### src/rtl/rx_link_pkg.sv
// ============================================================================
// Module      : rx_link_pkg
// Description : Shared link-framing constants, state encoding and word decode.
// Revision    : 1.0 - initial release
// ============================================================================
`default_nettype none

package rx_link_pkg;

    localparam logic [7:0] DEF_K_IDLE = 8'hBC;
    localparam logic [7:0] DEF_K_SOP  = 8'hFB;
    localparam logic [7:0] DEF_K_EOP  = 8'hFD;

    localparam logic [2:0] ERR_OK    = 3'd0;
    localparam logic [2:0] ERR_LEN   = 3'd1;
    localparam logic [2:0] ERR_SHORT = 3'd2;
    localparam logic [2:0] ERR_LONG  = 3'd3;
    localparam logic [2:0] ERR_CSUM  = 3'd4;

    typedef enum logic [1:0] {
        S_IDLE = 2'd0,
        S_DATA = 2'd1,
        S_EOP  = 2'd2,
        S_DROP = 2'd3
    } state_t;

    typedef enum logic [2:0] {
        WC_IDLE  = 3'd0,
        WC_SOP   = 3'd1,
        WC_EOP   = 3'd2,
        WC_DATA  = 3'd3,
        WC_OTHER = 3'd4
    } wclass_t;

    function automatic wclass_t classify_word(
        input logic [31:0] data,
        input logic [3:0]  ctrl,
        input logic [7:0]  k_idle,
        input logic [7:0]  k_sop,
        input logic [7:0]  k_eop
    );
        wclass_t wc;
        wc = WC_OTHER;
        if (ctrl == 4'b0000) begin
            wc = WC_DATA;
        end else if (ctrl == 4'b0001) begin
            if (data[7:0] == k_idle)     wc = WC_IDLE;
            else if (data[7:0] == k_sop) wc = WC_SOP;
            else if (data[7:0] == k_eop) wc = WC_EOP;
        end
        return wc;
    endfunction

endpackage

`default_nettype wire

### src/rtl/rx_word_classify.sv
// ============================================================================
// Module      : rx_word_classify
// Description : Combinational word-class decode plus SOP header extraction.
// Revision    : 1.0 - initial release
// ============================================================================
`default_nettype none

module rx_word_classify
    import rx_link_pkg::*;
#(
    parameter int         MAX_LEN = 1024,
    parameter logic [7:0] K_IDLE  = DEF_K_IDLE,
    parameter logic [7:0] K_SOP   = DEF_K_SOP,
    parameter logic [7:0] K_EOP   = DEF_K_EOP
) (
    input  logic [31:0] data,
    input  logic [3:0]  ctrl,
    output wclass_t     wclass,
    output logic        hdr_valid,
    output logic [7:0]  hdr_type,
    output logic [15:0] hdr_len,
    output logic [15:0] eop_csum
);

    assign wclass    = classify_word(data, ctrl, K_IDLE, K_SOP, K_EOP);
    assign hdr_type  = data[15:8];
    assign hdr_len   = data[31:16];
    assign eop_csum  = data[23:8];
    // A header is only usable when its length lies in 1..MAX_LEN.
    assign hdr_valid = (wclass == WC_SOP) && (hdr_len != 16'd0) &&
                       (hdr_len <= 16'(MAX_LEN));

endmodule

`default_nettype wire

### src/rtl/rx_packet_parser.sv
// ============================================================================
// Module      : rx_packet_parser
// Description : Link framing parser: payload stream, packet status, counters.
// Revision    : 1.0 - initial release
// ============================================================================
`default_nettype none

module rx_packet_parser
    import rx_link_pkg::*;
#(
    parameter int         MAX_LEN = 1024,
    parameter logic [7:0] K_IDLE  = DEF_K_IDLE,
    parameter logic [7:0] K_SOP   = DEF_K_SOP,
    parameter logic [7:0] K_EOP   = DEF_K_EOP
) (
    input  logic        rx_clk,
    input  logic        rst,
    input  logic [31:0] gt_rx_data,
    input  logic [3:0]  gt_rx_ctrl,
    output logic        out_valid,
    output logic [31:0] out_data,
    output logic        out_sop,
    output logic        out_eop,
    output logic [7:0]  out_type,
    output logic [15:0] out_len,
    output logic        pkt_done,
    output logic        pkt_err,
    output logic [2:0]  err_code,
    output logic [31:0] pkt_cnt,
    output logic [31:0] err_cnt
);

    wclass_t     w_wclass;
    logic        w_hdr_valid;
    logic [7:0]  w_hdr_type;
    logic [15:0] w_hdr_len;
    logic [15:0] w_eop_csum;

    rx_word_classify #(
        .MAX_LEN (MAX_LEN),
        .K_IDLE  (K_IDLE),
        .K_SOP   (K_SOP),
        .K_EOP   (K_EOP)
    ) u_classify (
        .data      (gt_rx_data),
        .ctrl      (gt_rx_ctrl),
        .wclass    (w_wclass),
        .hdr_valid (w_hdr_valid),
        .hdr_type  (w_hdr_type),
        .hdr_len   (w_hdr_len),
        .eop_csum  (w_eop_csum)
    );

    state_t      r_state, w_state_n;
    logic [15:0] r_cnt, w_cnt_n;
    logic [15:0] r_csum, w_csum_n;
    logic [7:0]  r_type, w_type_n;
    logic [15:0] r_len, w_len_n;
    logic        r_valid, w_valid_n;
    logic [31:0] r_data, w_data_n;
    logic        r_sop, w_sop_n;
    logic        r_eop, w_eop_n;
    logic        r_done, w_done_n;
    logic        r_err, w_err_n;
    logic [2:0]  r_code, w_code_n;
    logic [31:0] r_pkt_cnt, r_err_cnt;
    logic        w_start;

    always_comb begin
        w_state_n = r_state;
        w_cnt_n   = r_cnt;
        w_csum_n  = r_csum;
        w_type_n  = r_type;
        w_len_n   = r_len;
        w_valid_n = 1'b0;
        w_data_n  = r_data;
        w_sop_n   = 1'b0;
        w_eop_n   = 1'b0;
        w_done_n  = 1'b0;
        w_code_n  = ERR_OK;
        w_start   = 1'b0;

        case (r_state)
            S_IDLE: begin
                if (w_wclass == WC_SOP) begin
                    if (w_hdr_valid) begin
                        w_start = 1'b1;
                    end else begin
                        w_done_n = 1'b1;
                        w_code_n = ERR_LEN;
                    end
                end
            end
            S_DATA: begin
                if (w_wclass == WC_DATA) begin
                    w_valid_n = 1'b1;
                    w_data_n  = gt_rx_data;
                    w_sop_n   = (r_cnt == 16'd0);
                    w_eop_n   = (r_cnt == r_len - 16'd1);
                    w_csum_n  = r_csum + gt_rx_data[15:0] + gt_rx_data[31:16];
                    w_cnt_n   = r_cnt + 16'd1;
                    if (r_cnt == r_len - 16'd1) w_state_n = S_EOP;
                end else begin
                    // Any control word truncates; a valid SOP chains straight on.
                    w_done_n = 1'b1;
                    w_code_n = ERR_SHORT;
                    if (w_hdr_valid) w_start = 1'b1;
                    else             w_state_n = S_IDLE;
                end
            end
            S_EOP: begin
                w_done_n = 1'b1;
                case (w_wclass)
                    WC_EOP: begin
                        w_code_n  = (w_eop_csum == r_csum) ? ERR_OK : ERR_CSUM;
                        w_state_n = S_IDLE;
                    end
                    WC_DATA: begin
                        w_code_n  = ERR_LONG;
                        w_state_n = S_DROP;
                    end
                    default: begin
                        w_code_n = ERR_LONG;
                        if (w_hdr_valid) w_start = 1'b1;
                        else             w_state_n = S_IDLE;
                    end
                endcase
            end
            S_DROP: begin
                if (w_wclass == WC_EOP) w_state_n = S_IDLE;
                else if (w_hdr_valid)   w_start   = 1'b1;
            end
            default: w_state_n = S_IDLE;
        endcase

        if (w_start) begin
            w_type_n  = w_hdr_type;
            w_len_n   = w_hdr_len;
            w_cnt_n   = 16'd0;
            w_csum_n  = 16'd0;
            w_state_n = S_DATA;
        end
        w_err_n = w_done_n && (w_code_n != ERR_OK);
    end

    always_ff @(posedge rx_clk) begin
        if (rst) begin
            r_state   <= S_IDLE;
            r_cnt     <= 16'd0;
            r_csum    <= 16'd0;
            r_type    <= 8'd0;
            r_len     <= 16'd0;
            r_valid   <= 1'b0;
            r_data    <= 32'd0;
            r_sop     <= 1'b0;
            r_eop     <= 1'b0;
            r_done    <= 1'b0;
            r_err     <= 1'b0;
            r_code    <= ERR_OK;
            r_pkt_cnt <= 32'd0;
            r_err_cnt <= 32'd0;
        end else begin
            r_state <= w_state_n;
            r_cnt   <= w_cnt_n;
            r_csum  <= w_csum_n;
            r_type  <= w_type_n;
            r_len   <= w_len_n;
            r_valid <= w_valid_n;
            r_data  <= w_data_n;
            r_sop   <= w_sop_n;
            r_eop   <= w_eop_n;
            r_done  <= w_done_n;
            r_err   <= w_err_n;
            r_code  <= w_code_n;
            if (w_done_n && !w_err_n) r_pkt_cnt <= r_pkt_cnt + 32'd1;
            if (w_done_n && w_err_n)  r_err_cnt <= r_err_cnt + 32'd1;
        end
    end

    assign out_valid = r_valid;
    assign out_data  = r_data;
    assign out_sop   = r_sop;
    assign out_eop   = r_eop;
    assign out_type  = r_type;
    assign out_len   = r_len;
    assign pkt_done  = r_done;
    assign pkt_err   = r_err;
    assign err_code  = r_code;
    assign pkt_cnt   = r_pkt_cnt;
    assign err_cnt   = r_err_cnt;

endmodule

`default_nettype wire

### config.mk
export PLATFORM = sky130hd
export DESIGN_NAME = rx_packet_parser
export DESIGN_NICKNAME = d
export VERILOG_FILES = /design/src/rtl/rx_link_pkg.sv /design/src/rtl/rx_word_classify.sv /design/src/rtl/rx_packet_parser.sv
export SDC_FILE = /design/constraint.sdc
export NUM_CORES = 1
export LEC_CHECK = 0
export ABC_AREA = 1
export BUFFER_PORTS_ARGS = -buffer_cell sky130_fd_sc_hd__buf_4
export CORE_MARGIN = 4
export CORE_UTILIZATION = 45
export DETAILED_ROUTE_END_ITERATION = 16
export PLACE_DENSITY_LB_ADDON = 0.08
export SYNTH_ARGS = -nofsm -noshare
export SYNTH_HDL_FRONTEND = slang
export SYNTH_SLANG_ARGS = --single-unit
### constraint.sdc
create_clock -name rx_clk -period 4 [get_ports rx_clk]
set_input_delay 0.2 -clock rx_clk [delete_from_list [all_inputs] [get_ports rx_clk]]
set_output_delay 0.2 -clock rx_clk [all_outputs]
set_load 0.05 [all_outputs]
==> results of run 1 <==
-- cell type report --
cell class                      count  share of cell area, %
Sequential cell                   162                  28.32
Tap cell                          270                  2.950
Timing Repair Buffer              175                  11.47
Multi-Input combinational cell   1048                  48.00
Clock buffer                       19                  3.955
Inverter                          129                  4.229
Clock inverter                     13                  1.071
-- cells in the final DEF (no fill, tap or decap), types with 10 or more instances in the layout --
cell type,count
clkbuf_16,17
a21oi_1,130
nor2_1,181
nand4_1,60
xor2_1,59
nor4_1,10
fa_1,16
ha_1,19
dfxtp_1,162
inv_1,128
nor3_1,46
buf_4,175
o21ai_0,64
nand3_1,66
xnor2_1,34
nand2_1,332
-- cell usage after synthesis, drive strengths merged --
master  number
nor3        46
o31a         1
ha          19
o31ai        1
clkbuf      31
nand3       66
nand3b       4
o21bai       2
and3         2
o21ai       64
a21oi      131
dfxtp      162
nor2       184
o21a         1
a31oi        2
inv        129
nand2      332
a21o         2
xor2        59
a21boi       2
a211oi       1
nor4        10
xnor2       34
nor3b        3
buf         18
or2          6
nand4       60
fa          16
-- routing by layer --
metal	track usage [%]	up-vias	wire, um
met5	0	-	0
met4	5.812	0	462
met3	4.552	32	1479
met2	37.30	254	12760
met1	32.18	4326	13160
li1	-	4826	-
-- worst paths after layout --
kind,cells past startpoint,startpoint,to
setup / recovery,11,r_csum[5],err_cnt[22]
hold / removal,3,gt_rx_data[6],out_data[6]
setup reg to reg,11,r_csum[5],err_cnt[22]
hold reg to reg,2,out_type[1],out_type[1]
-- power by group --
| part | switching (mW) | internal [mW] |
|---|---|---|
| Clock | 0.716 | 0.898 |
| Sequential | 0.0000122 | 1.61 |
| Combinational | 0.159 | 0.0984 |
| Total | 0.874 | 2.61 |
-- through the flow --
step / util (%) / total power [mW] / area (um^2) / cells
3_3_place_gp: 53.23 / 1.902 / 10880 / 1784
2_1_floorplan: - / 1.809 / 9453 / 1388
4_1_cts: 56.05 / 3.510 / 11450 / 1816
3_5_place_dp: 53.23 / 1.904 / 10880 / 1784
5_1_grt: 56.05 / 3.615 / 11450 / 1816
6_report: 56.05 / 3.483 / 11450 / 1816
-- worst max-delay path, cell delays in order (launching register included) --
cell     delay [ps]
dfxtp_1         350
or2_0           210
a21oi_1         150
nand2_1         100
nor2_1          100
nand2_1         110
a21oi_2         130
buf_4           320
nand2_1         420
inv_2           490
nand2_1         110
a21oi_1         130
-- cell families after synthesis --
| logic type | Yosys count |
|---|---|
| simple gates | 713 |
| fa+ha+maj | 35 |
| compound gates | 207 |
| buf+inv | 178 |
| xor+xnor | 93 |
| flops | 162 |
-- sequential cells by signal, summed over array words and instances (netlist names), 2 cells and up --
signal / count
out_data: 32
r_cnt: 16
out_len: 16
r_csum: 16
err_code: 3
pkt_cnt: 32
r_state: 2
out_type: 8
err_cnt: 32
==> flow_summary.toml, run 1 <==
[logic_synthesis]
synth-seq-cells = 162
syn-num-nets = 1461
synth_cells = 1388
synth_top_family_by_area = "simple AND/OR/NAND/NOR gates"
syn_area_per_cell_um2 = 6.810
synth_compound_area_share_pct = 11.30
netlist_area_mm2 = 0.009453
synthTopCellsByArea = "dfxtp_1, nand2_1, nor2_1"
synthSimpleGateAreaFrac_pct = 32.32
synth_cell_types = 36
yosys_warnings = 0
yosysTopAreaCell = "dfxtp_1"
synth_fa_ha_area_share_pct = 5.903
yosys.area.top_type_share_pct = 34.31
synthMuxAreaShare_pct = 0
ys_seq_area_share_pct = 34.31
synth_xor_area_share_pct = 8.617

[clocking]
clkSinkCount = 162
hold_buffers = 0
path_clk_slew_ps = 70
post_cts_buffers = 0
root_buffer = "clkbuf_16"
tritoncts = "done"
clock_latency_ps = 430
cts_buffer_depth = 2
h-tree-depth = 4
post_cts_resized = 0
cts_buffers = 17

[layout]
diodes = 0
multi_input_area_mm2 = 0.005497
fill_cells = 2057
ff_latch_area_mm2 = 0.003243
syn2layout_area_growth_pct = 21.14
drive_gt1_share_pct = 14.04
final_nets = 1606

[grt]
grt_overflow = 0
grt_pass1_vias = 8735
grt_pass1_wl_um = 45130
grt_max_degree = 72
antenna_found_initial = 0
gr-usage-all-layers_pct = 23.18

[timing]
fin_skew_ps = 11.27
hold_viol = 0
clock.fmax_ghz = 0.3681
timing.final.crit_period_ps = 2717
tightest_slew_ps = 755.8
rsz0062_at_grt = "no"
tns_ps = 0
slew_violations = 0
period_share_pct = 67.92
hold-worst-slack_ps = 24.83
max-slew-margin-rel_pct = 49.62
finalSetupViolCount = 0
fin_ws_ps = 1283

[setup_path]
path_max_fanout = 33
path_class = "reg -> reg"
worstPathRequired_ps = 4350
cp-end-kind = "register"
critPathArrivalTime_ps = 3070
reg2reg_slack_ps = 1280
startpoint_type = "register"

[placement]
numPortBuffers = 165
dp_hpwl_um = 20710
gp_congestion = 0.9382
place_ws_ps = 1108

[flow_run]
maxCapViolCount = 0

[detailed_routing]
routed-via-count = 9438
drt_iter0_drc = 659
wl_per_cell_um = 15.34
drtAntennaViolNets = 0
dr.pass1.iters = 6
route.detailed.drc = 0
avgViaCountPerCell = 5.197
wl_um = 27860

[outcome]
status = "finished clean"

[pwr]
leakage_nw = 5.012
power.density_mw_per_mm2 = 304.2
ir_drop_mv = 0.2561

[floorplanning]
die-area_mm2 = 0.02339
die_y_um = 152.9
rows = 52
initial_core_util_pct = 46.27
core_mm2 = 0.02043
die_w_um = 152.9
io_pins = 166

[min_path]
hold_path_class = "in -> reg"
Power figures use the tool's default switching activity.
==> run 2, diff against run 1 <==
==> constraint.sdc (replaced) <==
create_clock -name rx_clk -period 2.55 [get_ports rx_clk]
set_input_delay 0.1275 -clock rx_clk [delete_from_list [all_inputs] [get_ports rx_clk]]
set_output_delay 0.1275 -clock rx_clk [all_outputs]
set_load 0.05 [all_outputs]
==> flow_summary.toml, run 2 (same netlist as run 1, synthesis figures left out) <==
[detailed_routing]
route.detailed.drc = 0
wl_um = 28600
drtAntennaViolNets = 0
routed-via-count = 9665
avgViaCountPerCell = 5.261
drt_iter0_drc = 582
wl_per_cell_um = 15.57
dr.pass1.iters = 5

[timing]
max-slew-margin-rel_pct = 60.54
tightest_slew_ps = 586.6
tns_ps = 0
finalSetupViolCount = 0
hold-worst-slack_ps = 13.42
period_share_pct = 95.93
slew_violations = 0
fin_skew_ps = 11.83
clock.fmax_ghz = 0.4088
timing.final.crit_period_ps = 2446
hold_viol = 0

[floorplanning]
initial_core_util_pct = 46.27
die_w_um = 152.9
die_y_um = 152.9
io_pins = 166
die-area_mm2 = 0.02339
core_mm2 = 0.02043
rows = 52

[placement]
numPortBuffers = 165
dp_hpwl_um = 21380
dp_cells = 1790
gp_congestion = 0.9273

[clocking]
cts_buffers = 17
root_buffer = "clkbuf_16"
path_clk_slew_ps = 70
clkSinkCount = 162
post_cts_buffers = 0
tritoncts = "done"
h-tree-depth = 4
clock_latency_ps = 430
cts_buffer_depth = 2

[grt]
grt_pass1_vias = 9180
grtUsageMet1_pct = 33.12
antenna_found_initial = 0
gr-usage-all-layers_pct = 24.22
top_usage_layer = "met2"
grt_overflow = 0
grt_pass1_wl_um = 47170
grtUsageMet2_pct = 39.45
grt_max_degree = 62
met3_usage_pct = 4.891

[setup_path]
crit_top_cell = "nand3_1"
cpPeakStageDelay_ps = 530
startpoint_type = "input port"
path_class = "in -> reg"
cp-end-kind = "register"
worstPathRequired_ps = 2850
path_max_fanout = 4
critPathArrivalTime_ps = 2750
crit_path_top_delay_cell = "dlygate4sd3_1"
crit_chain = "dlygate4sd3_1 -> buf_4 -> fa_1 -> ha_1 -> nand3_1 -> nand3_1 -> a21boi_2 -> o21ai_1 -> a21oi_2 -> xor2_1 -> a21oi_1"

[outcome]
status = "finished clean"

[pwr]
power.density_mw_per_mm2 = 467.5
ir_drop_mv = 0.4447
leakage_nw = 5.096

[flow_run]
maxCapViolCount = 0

[layout]
syn2layout_area_growth_pct = 23.36
mostFrequentLayoutCells = "nand2_1, nor2_1, buf_4, dfxtp_1, a21oi_1"
fill_cells = 2027
drive_gt1_share_pct = 14.10
final_nets = 1628
final_common_cell = "nand2_1"
diodes = 0
instances_no_fill = 1837

[min_path]
hold_path_class = "in -> reg"
[run 2: cell count changes in the layout (fill, tap and decap cells not counted), sizes merged]
cell         delta
buf             +6
clkbuf          +5
clkinv          -3
clkinvlp        +1
dlygate4sd3    +16
inv             -4
[run 2: timing repair]
action | in CTS | in global routing
gates resized for setup | 0 | 9
hold buffers | 16 | 0
endpoints found under the setup margin | 0 | 28
endpoints found under the hold margin | 16 | 0
[run 2: path summary, 6_finish.rpt]
kind,slack [ps],end,cells after the start,startpoint
setup / recovery,100,r_csum[10],11,gt_rx_data[19]
hold / removal,10,out_data[20],3,gt_rx_data[20]
setup reg to reg,120,r_csum[10],9,r_csum[3]
hold reg to reg,470,out_type[4],2,out_type[4]
[run 2: metrics by stage]
| step | worst slack, ps | utilization [%] | instance area, um^2 | power, mW |
|---|---|---|---|---|
| 2_1_floorplan | 341.6 | - | 9453 | 2.838 |
| 3_3_place_gp | 135.6 | 53.52 | 10930 | 2.991 |
| 3_5_place_dp | 63.80 | 53.52 | 10930 | 2.992 |
| 4_1_cts | 6.935 | 56.98 | 11640 | 5.469 |
| 5_1_grt | -21.30 | 57.08 | 11660 | 5.646 |
| 6_report | 103.7 | 57.08 | 11660 | 5.451 |
[run 2: final cells by class]
type | count | area (um^2) | share of cell area, %
multi-input combinational | 1048 | 5512 | 47.26
sequential | 162 | 3243 | 27.81
timing repair buffer | 197 | 1531 | 13.13
inverter | 129 | 489.2 | 4.195
clock buffer | 24 | 471.7 | 4.045
tap | 270 | 337.8 | 2.897
clock inverter | 7 | 76.32 | 0.6545
[run 2: per-layer routing]
metal / share of wire [%] / wire, um / up-vias
met5: 0 / 0 / -
met4: 1.7 / 480 / 0
met3: 6.1 / 1743 / 31
met2: 47 / 13510 / 280
met1: 45 / 12870 / 4491
li1: - / - / 4863
[run 2: report_power, final]
part           leakage, nW  internal, mW  switching [mW]  total, mW
Sequential            1.30          2.53       0.0000198       2.53
Combinational         3.54         0.178           0.259      0.437
Clock                0.249          1.40            1.09       2.48
Total                 5.10          4.10            1.35       5.45
[run 2: critical path, delay by kind of cell]
kind                     cells  cell delay, ps
AO/OA/AOI/OAI                4             660
XOR/XNOR                     1             170
adder cells (fa/ha/maj)      2             820
buffers and inverters        2             690
AND/OR/NAND/NOR              2             280
